### config.mk
export PLATFORM = sky130hd
export DESIGN_NAME = pc_trace_buffer
export DESIGN_NICKNAME = d
export VERILOG_FILES = /design/src/rtl/pc_trace_buffer.sv
export SDC_FILE = /design/constraint.sdc
export NUM_CORES = 1
export LEC_CHECK = 0
export CAP_MARGIN = 15
export CORE_AREA = 2 2 371 373
export CTS_CLUSTER_SIZE = 10
export DETAILED_ROUTE_END_ITERATION = 6
export DIE_AREA = 0 0 373 375
export DONT_BUFFER_PORTS = 1
export PLACE_DENSITY = 0.58
export SYNTH_ARGS = -nofsm -noshare
export SYNTH_HDL_FRONTEND = slang
export SYNTH_SLANG_ARGS = --single-unit
### constraint.sdc
create_clock -name clk -period 4.72 [get_ports clk]
set_clock_uncertainty 0.1 [all_clocks]
set_input_delay 0.236 -clock clk [delete_from_list [all_inputs] [get_ports clk]]
set_output_delay 0.236 -clock clk [all_outputs]
set_load 0.02 [all_outputs]
### src/rtl/pc_trace_buffer.sv
// pc_trace_buffer: circular trace of (PC, control state) entries logged on every control-FSM transition
// Ports: clk/Reset (sync, active-high); PCIn/StateIn traced values; TrigEn/TrigPC PC trigger;
//        Rearm leaves FROZEN; RdReq pops oldest entry onto RdValid/RdPC/RdState/RdStamp;
//        Count entries held; Frozen trace stopped; Overflow sticky unread-entry overwrite.
// Optional: define PC_TRACE_STAMP_EN for the 32-bit cycle stamp counter and per-entry stamps.
module pc_trace_buffer #(
    parameter int XLEN    = 64,
    parameter int STATE_W = 5,
    parameter int DEPTH   = 16,
    parameter int POST    = DEPTH / 2
) (
    input  logic                     clk,
    input  logic                     Reset,
    input  logic [XLEN-1:0]          PCIn,
    input  logic [STATE_W-1:0]       StateIn,
    input  logic                     TrigEn,
    input  logic [XLEN-1:0]          TrigPC,
    input  logic                     Rearm,
    input  logic                     RdReq,
    output logic                     RdValid,
    output logic [XLEN-1:0]          RdPC,
    output logic [STATE_W-1:0]       RdState,
    output logic [31:0]              RdStamp,
    output logic [$clog2(DEPTH):0]   Count,
    output logic                     Frozen,
    output logic                     Overflow
);
    localparam int AW = $clog2(DEPTH);
    localparam int CW = AW + 1;
    localparam logic [1:0] RUN = 2'd0, POSTTRIG = 2'd1, FROZEN = 2'd2;
    logic [1:0]         fsm;
    logic [XLEN-1:0]    mem_pc [DEPTH];
    logic [STATE_W-1:0] mem_st [DEPTH];
    logic [AW-1:0]      wr_ptr, rd_ptr, post_cnt;
    logic [STATE_W-1:0] state_q;
    logic               primed, log_ev, pop, full, hit;
    // Primed forces a log in the first cycle after reset so the starting state is captured
    assign log_ev = fsm != FROZEN && (!primed || StateIn != state_q);
    assign pop    = RdReq && Count != '0;
    assign full   = Count == CW'(DEPTH);
    assign hit    = TrigEn && PCIn == TrigPC;
    assign Frozen = fsm == FROZEN;
    always_ff @(posedge clk) begin
        if (!Reset && log_ev) begin
            mem_pc[wr_ptr] <= PCIn;
            mem_st[wr_ptr] <= StateIn;
        end
    end
    always_ff @(posedge clk) begin
        if (Reset) begin
            fsm      <= RUN;
            wr_ptr   <= '0;
            rd_ptr   <= '0;
            post_cnt <= '0;
            state_q  <= '0;
            primed   <= 1'b0;
            Count    <= '0;
            RdValid  <= 1'b0;
            RdPC     <= '0;
            RdState  <= '0;
            Overflow <= 1'b0;
        end else begin
            state_q <= StateIn;
            primed  <= 1'b1;
            RdValid <= pop;
            if (pop) begin
                RdPC    <= mem_pc[rd_ptr];
                RdState <= mem_st[rd_ptr];
            end
            if (log_ev) wr_ptr <= wr_ptr + AW'(1);
            // A log into a full buffer drops the oldest entry, so the read side advances too
            if (pop || (log_ev && full)) rd_ptr <= rd_ptr + AW'(1);
            if (log_ev && full && !pop) Overflow <= 1'b1;
            if (log_ev && !pop && !full) Count <= Count + CW'(1);
            else if (pop && !log_ev) Count <= Count - CW'(1);
            if (fsm == RUN && log_ev && hit) begin
                fsm      <= POST == 0 ? FROZEN : POSTTRIG;
                post_cnt <= AW'(POST);
            end else if (fsm == POSTTRIG && log_ev) begin
                post_cnt <= post_cnt - AW'(1);
                if (post_cnt == AW'(1)) fsm <= FROZEN;
            end else if (fsm == FROZEN && Rearm) begin
                fsm <= RUN;
            end
        end
    end
`ifdef PC_TRACE_STAMP_EN
    logic [31:0] stamp;
    logic [31:0] mem_stamp [DEPTH];
    always_ff @(posedge clk) begin
        if (!Reset && log_ev) mem_stamp[wr_ptr] <= stamp;
    end
    always_ff @(posedge clk) begin
        if (Reset) begin
            stamp   <= '0;
            RdStamp <= '0;
        end else begin
            stamp <= stamp + 32'd1;
            if (pop) RdStamp <= mem_stamp[rd_ptr];
        end
    end
`else
    assign RdStamp = '0;
`endif
endmodule

Word-level counts from Yosys, hierarchy flattened
Memory sizes are Yosys's and may differ from the RTL's. A register that Yosys moved wholly into a read port is not among the register bits. Cells that the tools add are included.

Bits in read-only memories: 0. RAM bits: 1104. Bits of input ports: 138. Register bits: 27. Memories: 2. Bits in latches: 0. Output and inout bits: 109.

Add/sub/neg operators: 5. Equality and inequality tests: 9. Magnitude comparators: 0. Shift-type cells: 0. Mux-type cells: 11. Div/mod/pow operators: 0. Bitwise gates (word level): 0. Reductions and logical operators: 29. $mul: 0.

Memory list: mem_pc (words 16, width 64, rd ports 1, clocked after Yosys merged registers in 1, wr ports 1, RTL line 32) `logic [XLEN-1:0] mem_pc [DEPTH];`; mem_st (words 16, width 5, rd ports 1, clocked after Yosys merged registers in 1, wr ports 1, RTL line 33) `logic [STATE_W-1:0] mem_st [DEPTH];`.

Operator list (count): $eq A64 B64 Y1 (1); $logic_and A1 B1 Y1 (13); $mux W5 (2); $add A4 B1 Y4 const B (2); $mux W4 (2); $mux W2 (3); $reduce_bool A2 Y1 (3); $add A5 B1 Y5 const B (1); $eq A5 B5 Y1 const B (1); $logic_not A1 Y1 (5); $ne A5 B5 Y1 (1); $reduce_bool A5 Y1 (1); $sub A5 B1 Y5 const B (1); $eq A4 B1 Y1 const B (1); $mux W1 (4); $reduce_and A2 Y1 (2); $sub A4 B1 Y4 const B (1); $ne A3 B2 Y1 const B (1); $reduce_bool A3 Y1 (1); $eq A2 B1 Y1 const B (1); $eq A2 B2 Y1 const B (1); $logic_not A2 Y1 (1); $logic_or A1 B1 Y1 (2); $ne A2 B1 Y1 const B (1); 2 further kinds (2).

Longest topological paths before layout
Gate-level depths: netlist of the first run.

Depth in word-level cells: 7. Depth in mapped cells: 10.

Worst setup path before layout of the first run
Ideal clock, no wire load.

Path kind: flip-flop to flip-flop. Start: register fsm[0]. End: memory mem_pc[12][0] (enable). Library setup time: 496 ps. Data arrival time: 4223 ps. Data required time: 4124 ps. Setup slack: -99 ps. Stages on the path, launching flop included: 6. Path through: dfxtp_1 > nand2b_1 > clkinv_1 > a21oi_1 > nand3_1 > nor2_1.

Longest elaborated chain between the ends: 5.

RTL lines: start, declared (RTL line 31) `logic [1:0] fsm;`; start signal, assigned (RTL line 77) `fsm <= POST == 0 ? FROZEN : POSTTRIG;`; $ne A2 B2 Y1 (RTL line 38) `assign log_ev = fsm != FROZEN && (!primed || StateIn != state_q);`; $logic_and A1 B1 Y1 (RTL line 38); $logic_and A1 B1 Y1 (RTL line 44) `if (!Reset && log_ev) begin`; $mux W1 (RTL line 44); $mux W1 (not written as such) (RTL line 45) `mem_pc[wr_ptr] <= PCIn;`; end, declared (RTL line 32).

No other way between the ends.

Worst setup path in the final report of the first run
Start: input StateIn[1]. End: register fsm[0].

Longest elaborated chain between the ends: 7. Elaborated cells on any way between the ends: 11. Classes of those cells: eq/ne: 2; mux: 2; reduce/logical: 7.

RTL lines: start, declared (RTL line 15) `input logic [STATE_W-1:0] StateIn,`; $ne A5 B5 Y1 (*) (RTL line 38); $logic_or A1 B1 Y1 (*) (RTL line 38); $logic_and A1 B1 Y1 (*) (RTL line 38); $logic_and A1 B1 Y1 (2 in series) (RTL line 76) `if (fsm == RUN && log_ev && hit) begin`; $ne A3 B2 Y1 (no source line) or $reduce_bool A3 Y1 (tied branches); $reduce_and A2 Y1 (no source line).

Mark *: on every way between the ends. The rest lies on a longest branch, timed or not. A chain may end at the register's enable or synchronous reset.

==> results of run 1 <==
==> layer usage <==
| metal | track usage [%] | up-vias | wire (um) |
|---|---|---|---|
| li1 | - | 8810 | - |
| met1 | 23.3 | 11700 | 50600 |
| met4 | 4.59 | 4 | 2570 |
| met2 | 28.0 | 835 | 58700 |
| met3 | 4.32 | 161 | 9120 |
| met5 | 0 | - | 27 |
==> final timing paths <==
path	cells past startpoint	startpoint	to	slack [ns]
min reg2reg	2	wr_ptr[1]	wr_ptr[1]	0.43
min	6	PCIn[19]	post_cnt[1]	0.08
max reg2reg	11	state_q[0]	fsm[0]	0.76
max	12	StateIn[1]	fsm[0]	0.55
==> cells in the final DEF (no fill, tap or decap), drive strengths merged, types with 7 or more instances in the layout <==
| master | instances |
|---|---|
| inv | 15 |
| nor2 | 37 |
| buf | 57 |
| xor2 | 16 |
| clkbuf | 233 |
| nand3 | 7 |
| mux4 | 345 |
| edfxtp | 1104 |
| nand2 | 15 |
| nor4 | 11 |
| nand4 | 26 |
| dlygate4sd3 | 80 |
| xnor2 | 62 |
| clkinv | 10 |
| conb | 32 |
| a21oi | 10 |
| ha | 10 |
| dfxtp | 96 |
| nor2b | 7 |
| a22o | 69 |
| o21ai | 8 |
==> what timing repair did <==
action / CTS / global route
resized for setup: 0 / 0
hold buffers: 81 / 0
endpoints found under the hold margin: 1168 / 0
==> worst register-to-register path: stages (launching register included) <==
cell,delay [ns]
dfxtp_1,0.30
xnor2_1,0.13
nand2_1,0.09
dlygate4sd3_1,0.56
o21ai_1,0.09
dlygate4sd3_1,0.57
buf_4,0.20
nor4_1,0.36
nand4_1,0.17
dlygate4sd3_1,0.65
a21oi_1,0.13
dlygate4sd3_1,0.55
==> cell usage after synthesis, types with 2 or more instances <==
cell,number
edfxtp_1,1104
mux4_2,345
dfxtp_1,96
a22o_1,69
xnor2_1,62
buf_4,54
clkbuf_1,46
nor2_1,36
nand4_1,26
xor2_1,16
nand2_1,15
buf_2,12
nor4_1,11
a21oi_1,10
buf_1,10
ha_1,10
inv_1,8
nand3_1,7
nor2b_1,7
buf_6,6
nor3_1,5
o21ai_1,5
or4_1,5
a21o_1,3
mux2i_1,3
nor4b_1,3
o21ai_0,3
or3_1,3
nand2b_1,2
nand3b_1,2
==> state kept, by name, summed over array words and instances, names as in the netlist, 2 cells and up <==
signal,cells
wr_ptr,4
RdState,5
post_cnt,4
rd_ptr,4
mem_st,80
state_q,5
mem_pc,1024
RdPC,64
Count,5
fsm,2
==> per-stage QoR <==
step,util [%],setup slack [ns],TNS (ns),power [mW],instance area (sq um)
after floorplan,-,-0.0991,-47.56,16.4,46100
after global placement,35.5,1.62,0,17.6,48400
after detailed placement,35.5,1.64,0,17.7,48400
after CTS,39.1,0.656,0,27.7,53300
after global routing,39.1,0.360,0,28.4,53300
final,39.1,0.553,0,27.3,53300
==> report_power, final <==
part	internal, mW	leakage (nW)	total [mW]	switching (mW)
logic	2.58	3.42	4.95	2.37
registers	12.0	10.8	12.6	0.640
clock network	5.57	1.95	9.77	4.20
total	20.1	16.1	27.3	7.21
==> final cells by class <==
class	count	area (sq um)	share of cell area, %
Antenna cell	4	10.0	0.0188
Clock buffer	233	3820	7.17
Clock inverter	16	297	0.556
Inverter	9	33.8	0.0634
Multi-Input combinational cell	693	10300	19.4
Sequential cell	1200	35100	65.8
Tap cell	1794	2240	4.21
Timing Repair Buffer	137	1470	2.75
==> kinds of logic after synthesis <==
kind of cell,Yosys count,synth area share (%)
and+or+nand+nor,128,1.48
buffers and inverters,137,1.69
adders and majority gates,11,0.316
muxes,350,17.0
xor gates and xnor gates,78,1.49
AOI/OAI and AO/OA,94,1.64
other,1,0.00816
DFF,1200,76.3
==> key figures, run 1 <==
Run status
  – Status: finished clean

Power
  – Leak: 16.1 nW
  – Max IR drop VDD: about 330 uV
  – Power Dens Cells: slightly above 500 mW/mm^2

Clocking
  – Clk root buf: clkbuf_16
  – # Post-CTS Setup Buffers: 0
  – Reg clk slew, reported paths: 0.06 ns
  – CTS tree: done
  – CTS Buffer Depth: 3
  – CTS Buf Count: about 140
  – Clock Sink Count: 1,200
  – Worst skew pair latency: ~0.77 ns
  – Htree depth: 4

Die
  – Die area: 0.140 sq mm
  – Placeable core area: 0.136 sq mm
  – I/O pins: 247
  – DIE WIDTH: 373 um
  – Num rows: 136
  – Starting Density: around a third
  – Die H: about 380 um

Setup path
  – Startpoint types: input pin
  – Critical Path RT: ~5.3 ns
  – Critical setup path kind: in2reg
  – Most frequent CP cell: dlygate4sd3_1
  – CP Max Fanout: 18
  – Worst setup EP type: flip-flop
  – Worst path top cell family by delay: buffers and inverters
  – Crit-path slowest cell: dlygate4sd3_1
  – CP arrival: approximately 4.8 ns
  – Crit path largest cell delay: 1.00 ns
  – Critical-path cell list: dlygate4sd3_1 > xnor2_1 > nand2_1 > dlygate4sd3_1 > o21ai_1 > dlygate4sd3_1 > buf_4 > nor4_1 > nand4_1 > dlygate4sd3_1 > a21oi_1 > dlygate4sd3_1
  – Worst Path Buf+Inv: 6

GRT
  – Total gr overflow: 0
  – Initial antenna violation count: 10
  – Number of global-route vias before repair: about 23,000
  – Global-route wire length before repair: ~170,000 um
  – Pin count of the biggest net entering global routing: just under 70
  – Global Route Usage Sum: 17.3%

Synthesis
  – EDFF count, synth: around 1,100
  – Synth Flop Type: edfxtp_1
  – Sequential area share after synthesis: 76.3%
  – Cells after Synth: approximately 2,000
  – Netlist cell types: 45
  – Synthesized area: between 0.04 and 0.05 sq mm
  – Async SR Flop Fraction: 0%
  – Avg Cell Area, Syn: about 23 sq um
  – Top post-synthesis cells by area: edfxtp_1 (72%), mux4_2 (17%), dfxtp_1 (4.2%)
  – Top-area cell type share of the netlist area: just over 70%
  – Synthesized flop and latch total: 1,200
  – YS warnings: 0
  – Synth area leader: edfxtp_1

Layout
  – Total Nets Final: between 2,000 and 2,500
  – Share of cells above drive strength 1: around 25%
  – Filler instances: 11,900
  – Area delta synth->final: 16.0%
  – Final std cells w/o fill: slightly above 4,000

Drt
  – Post-route ant nets: 0
  – DR vias: 21,500
  – TritonRoute pass-1 iters: 5
  – Wire per inst: 29.6 um
  – Drt initial violations: 2,364
  – Final wirelength: about 120,000 um
  – Vias/cell: approximately 5.3
  – # DRC: 0

Place
  – HPWL Detailed: 70,700 um
  – GPL Wtd Cong: 0.786
  – Port Buffers: 0
  – Dpl cells: ~3,800

Timing
  – RSZ-0062 raised after global routing: no
  – Final Slew Violations: 0
  – Tcrit/Tclk final: about 90%
  – Fin. Hold Viols: 0
  – Final setup viols: 0
  – Hold slack: roughly 0.083 ns
  – F_max: around 240 MHz
  – Worst-margin pin slew: about 1.1 ns
  – Tmin final: around 4.2 ns
  – Slew HR: around a quarter

Hold path
  – HP Class: in2reg

Flow run
  – Max_cap viols: 0
No activity file was read; power rests on OpenSTA's default activity.
==> inputs of run 2 (changes only) <==
--- a/config.mk
+++ b/config.mk
@@ -12,6 +12,7 @@
 export DIE_AREA = 0 0 373 375
 export DONT_BUFFER_PORTS = 1
 export PLACE_DENSITY = 0.58
+export RECOVER_POWER = 25
 export SYNTH_ARGS = -nofsm -noshare
 export SYNTH_HDL_FRONTEND = slang
 export SYNTH_SLANG_ARGS = --single-unit
==> run 2 against run 1 <==
The flow now finishes with violations (capacitance limit, slew limit); sequential cell count did not move; sequential power barely moved; critical path depth did not move; routed wire length barely moved; first-iteration DRC count rose by 1.2%; worst hold slack got worse by 0.014 ns; sequential share of layout area barely moved; register-to-register slack got worse by 0.02 ns; clock-buffer cell count did not move; power barely moved; combinational power barely moved; core utilization barely moved; critical path type unchanged; highest routed layer unchanged.
==> key figures, run 2 (synthesized netlist as in run 1, its figures left out) <==
Run status
  – Status: finished with violations
  – Failing checks: capacitance limit, slew limit

Setup path
  – CP arrival: roughly 4.8 ns
  – Most frequent CP cell: dlygate4sd3_1
  – Critical Path RT: ~5.3 ns
  – Worst path top cell family by delay: buffers and inverters
  – Crit path largest cell delay: approximately 1.0 ns
  – Critical setup path kind: in2reg
  – Worst Path Buf+Inv: 6
  – Critical-path cell list: dlygate4sd3_1 > xnor2_1 > nand2_1 > dlygate4sd3_1 > o21ai_1 > dlygate4sd3_1 > buf_4 > nor4_1 > nand4_1 > dlygate4sd3_1 > a21oi_1 > dlygate4sd3_1
  – Crit-path slowest cell: dlygate4sd3_1
  – Reg2reg path depth: 11
  – Worst setup EP type: flip-flop
  – CP Max Fanout: 18
  – Startpoint types: input pin
  – Stages on the worst setup path: 12

Timing
  – Total negative slack: 0 ns
  – Worst-margin pin slew: ~1.6 ns
  – RSZ-0062 raised after global routing: no
  – F_max: 238 MHz
  – Slew HR: -9.60%
  – Final setup viols: 0
  – Hold slack: slightly below 0.07 ns
  – Tcrit/Tclk final: 89.1%
  – Final Slew Violations: 30
  – Fin. Hold Viols: 0
  – Tmin final: 4.21 ns

Drt
  – Vias/cell: 5.28
  – DR vias: around 22,000
  – # DRC: 0
  – Drt initial violations: about 2,400
  – Wire per inst: slightly below 30 um
  – Final wirelength: 121,000 um
  – Post-route ant nets: 0
  – TritonRoute pass-1 iters: 5

Place
  – Port Buffers: 0
  – HPWL Detailed: 70,700 um
  – GPL Wtd Cong: just under 0.8
  – Dpl cells: approximately 3,800

Die
  – DIE WIDTH: around 370 um
  – Die H: about 380 um
  – Num rows: between 100 and 150
  – Placeable core area: about 0.14 sq mm
  – Starting Density: about 34%
  – I/O pins: around 250
  – Die area: ~0.14 sq mm

GRT
  – GRT Max-Usage Layer: met2
  – Total gr overflow: 0
  – Pin count of the biggest net entering global routing: 69
  – Global-route wire length before repair: around 170,000 um
  – Number of global-route vias before repair: between 20,000 and 25,000
  – Global Route Usage Sum: around 17%
  – Met2 GRT Util: roughly 28%
  – Initial antenna violation count: 10
  – Met3 usage: 4.32%
  – M1 GR Usage: a little under a quarter

Layout
  – Most frequent cells in the layout: edfxtp_1 (1,104), mux4_2 (345), clkbuf_16 (138)
  – Total Nets Final: around 2,300
  – Share of cells above drive strength 1: roughly a quarter
  – Fin util: about two fifths
  – Largest regs: mem_pc x1024, mem_st x80, RdPC x64
  – Max reg flops: roughly 1,000
  – Final std cells w/o fill: 4,088
  – Largest Register: mem_pc
  – Area delta synth->final: 16.0%
  – Most common cell after layout, fill and taps aside: edfxtp_1

Clocking
  – CTS Buf Count: approximately 140
  – Htree depth: 4
  – Worst skew pair latency: between 0.7 and 0.8 ns
  – CTS tree: done
  – Clock Sink Count: approximately 1,200
  – Clk root buf: clkbuf_16
  – Reg clk slew, reported paths: 0.06 ns
  – CTS Buffer Depth: 3
  – # Post-CTS Setup Buffers: 0

Power
  – Max IR drop VDD: around 330 uV
  – Power Dens Cells: 513 mW/mm^2
  – Final Total Pwr: 27.3 mW
  – Leak: around 16 nW

Flow run
  – Max_cap viols: 1

Hold path
  – HP Class: in2reg
  – Worst hold path depth: 6
[run 2: layout make-up]
cell class	instances	area (sq um)
Fill cell	11900	83000
Sequential cell	1200	35100
Multi-Input combinational cell	693	10300
Clock buffer	233	3820
Tap cell	1794	2240
Timing Repair Buffer	137	1450
Clock inverter	16	297
Inverter	9	33.8
Antenna cell	6	15.0
[run 2: per-layer routing]
metal  up-vias  wire length, um
li1       8817                -
met1     11700            50700
met2       895            58700
met3       159             9160
met4         4             2560
met5         -               27
[run 2: worst paths after layout]
check	slack, ns	endpoint	from
worst max-delay path	0.51	fsm[0]	StateIn[1]
worst min-delay path	0.07	post_cnt[1]	TrigEn
worst max register to register	0.74	fsm[0]	state_q[0]
worst min register to register	0.43	wr_ptr[1]	wr_ptr[1]
[run 2: metrics by stage]
| step | setup WS [ns] | cell area (sq um) |
|---|---|---|
| final | 0.514 | 53300 |
| after global routing | 0.336 | 53300 |
| after CTS | 0.656 | 53300 |
| after detailed placement | 1.64 | 48400 |
| after global placement | 1.62 | 48400 |
| after floorplan | -0.0991 | 46100 |
[run 2: report_power, final]
part | internal [mW] | switching [mW]
registers | 12.0 | 0.643
logic | 2.57 | 2.37
clock network | 5.57 | 4.20
total | 20.1 | 7.21
[run 2: worst reg2reg max path: stages, from the launching register on]
cell and delay (ns):
dfxtp_1 0.30, xnor2_1 0.13, nand2_1 0.09, dlygate4sd3_1 0.56, o21ai_1 0.10, dlygate4sd3_1 0.57
buf_4 0.20, nor4_1 0.36, nand4_1 0.17, dlygate4sd3_1 0.64, a21oi_1 0.13, dlygate4sd3_1 0.57
[run 2: repair_timing]
| action | in CTS | in global routing |
|---|---|---|
| hold endpoints to repair | 1168 | 0 |
| gates resized for setup | 0 | 0 |
| hold buffers | 81 | 0 |
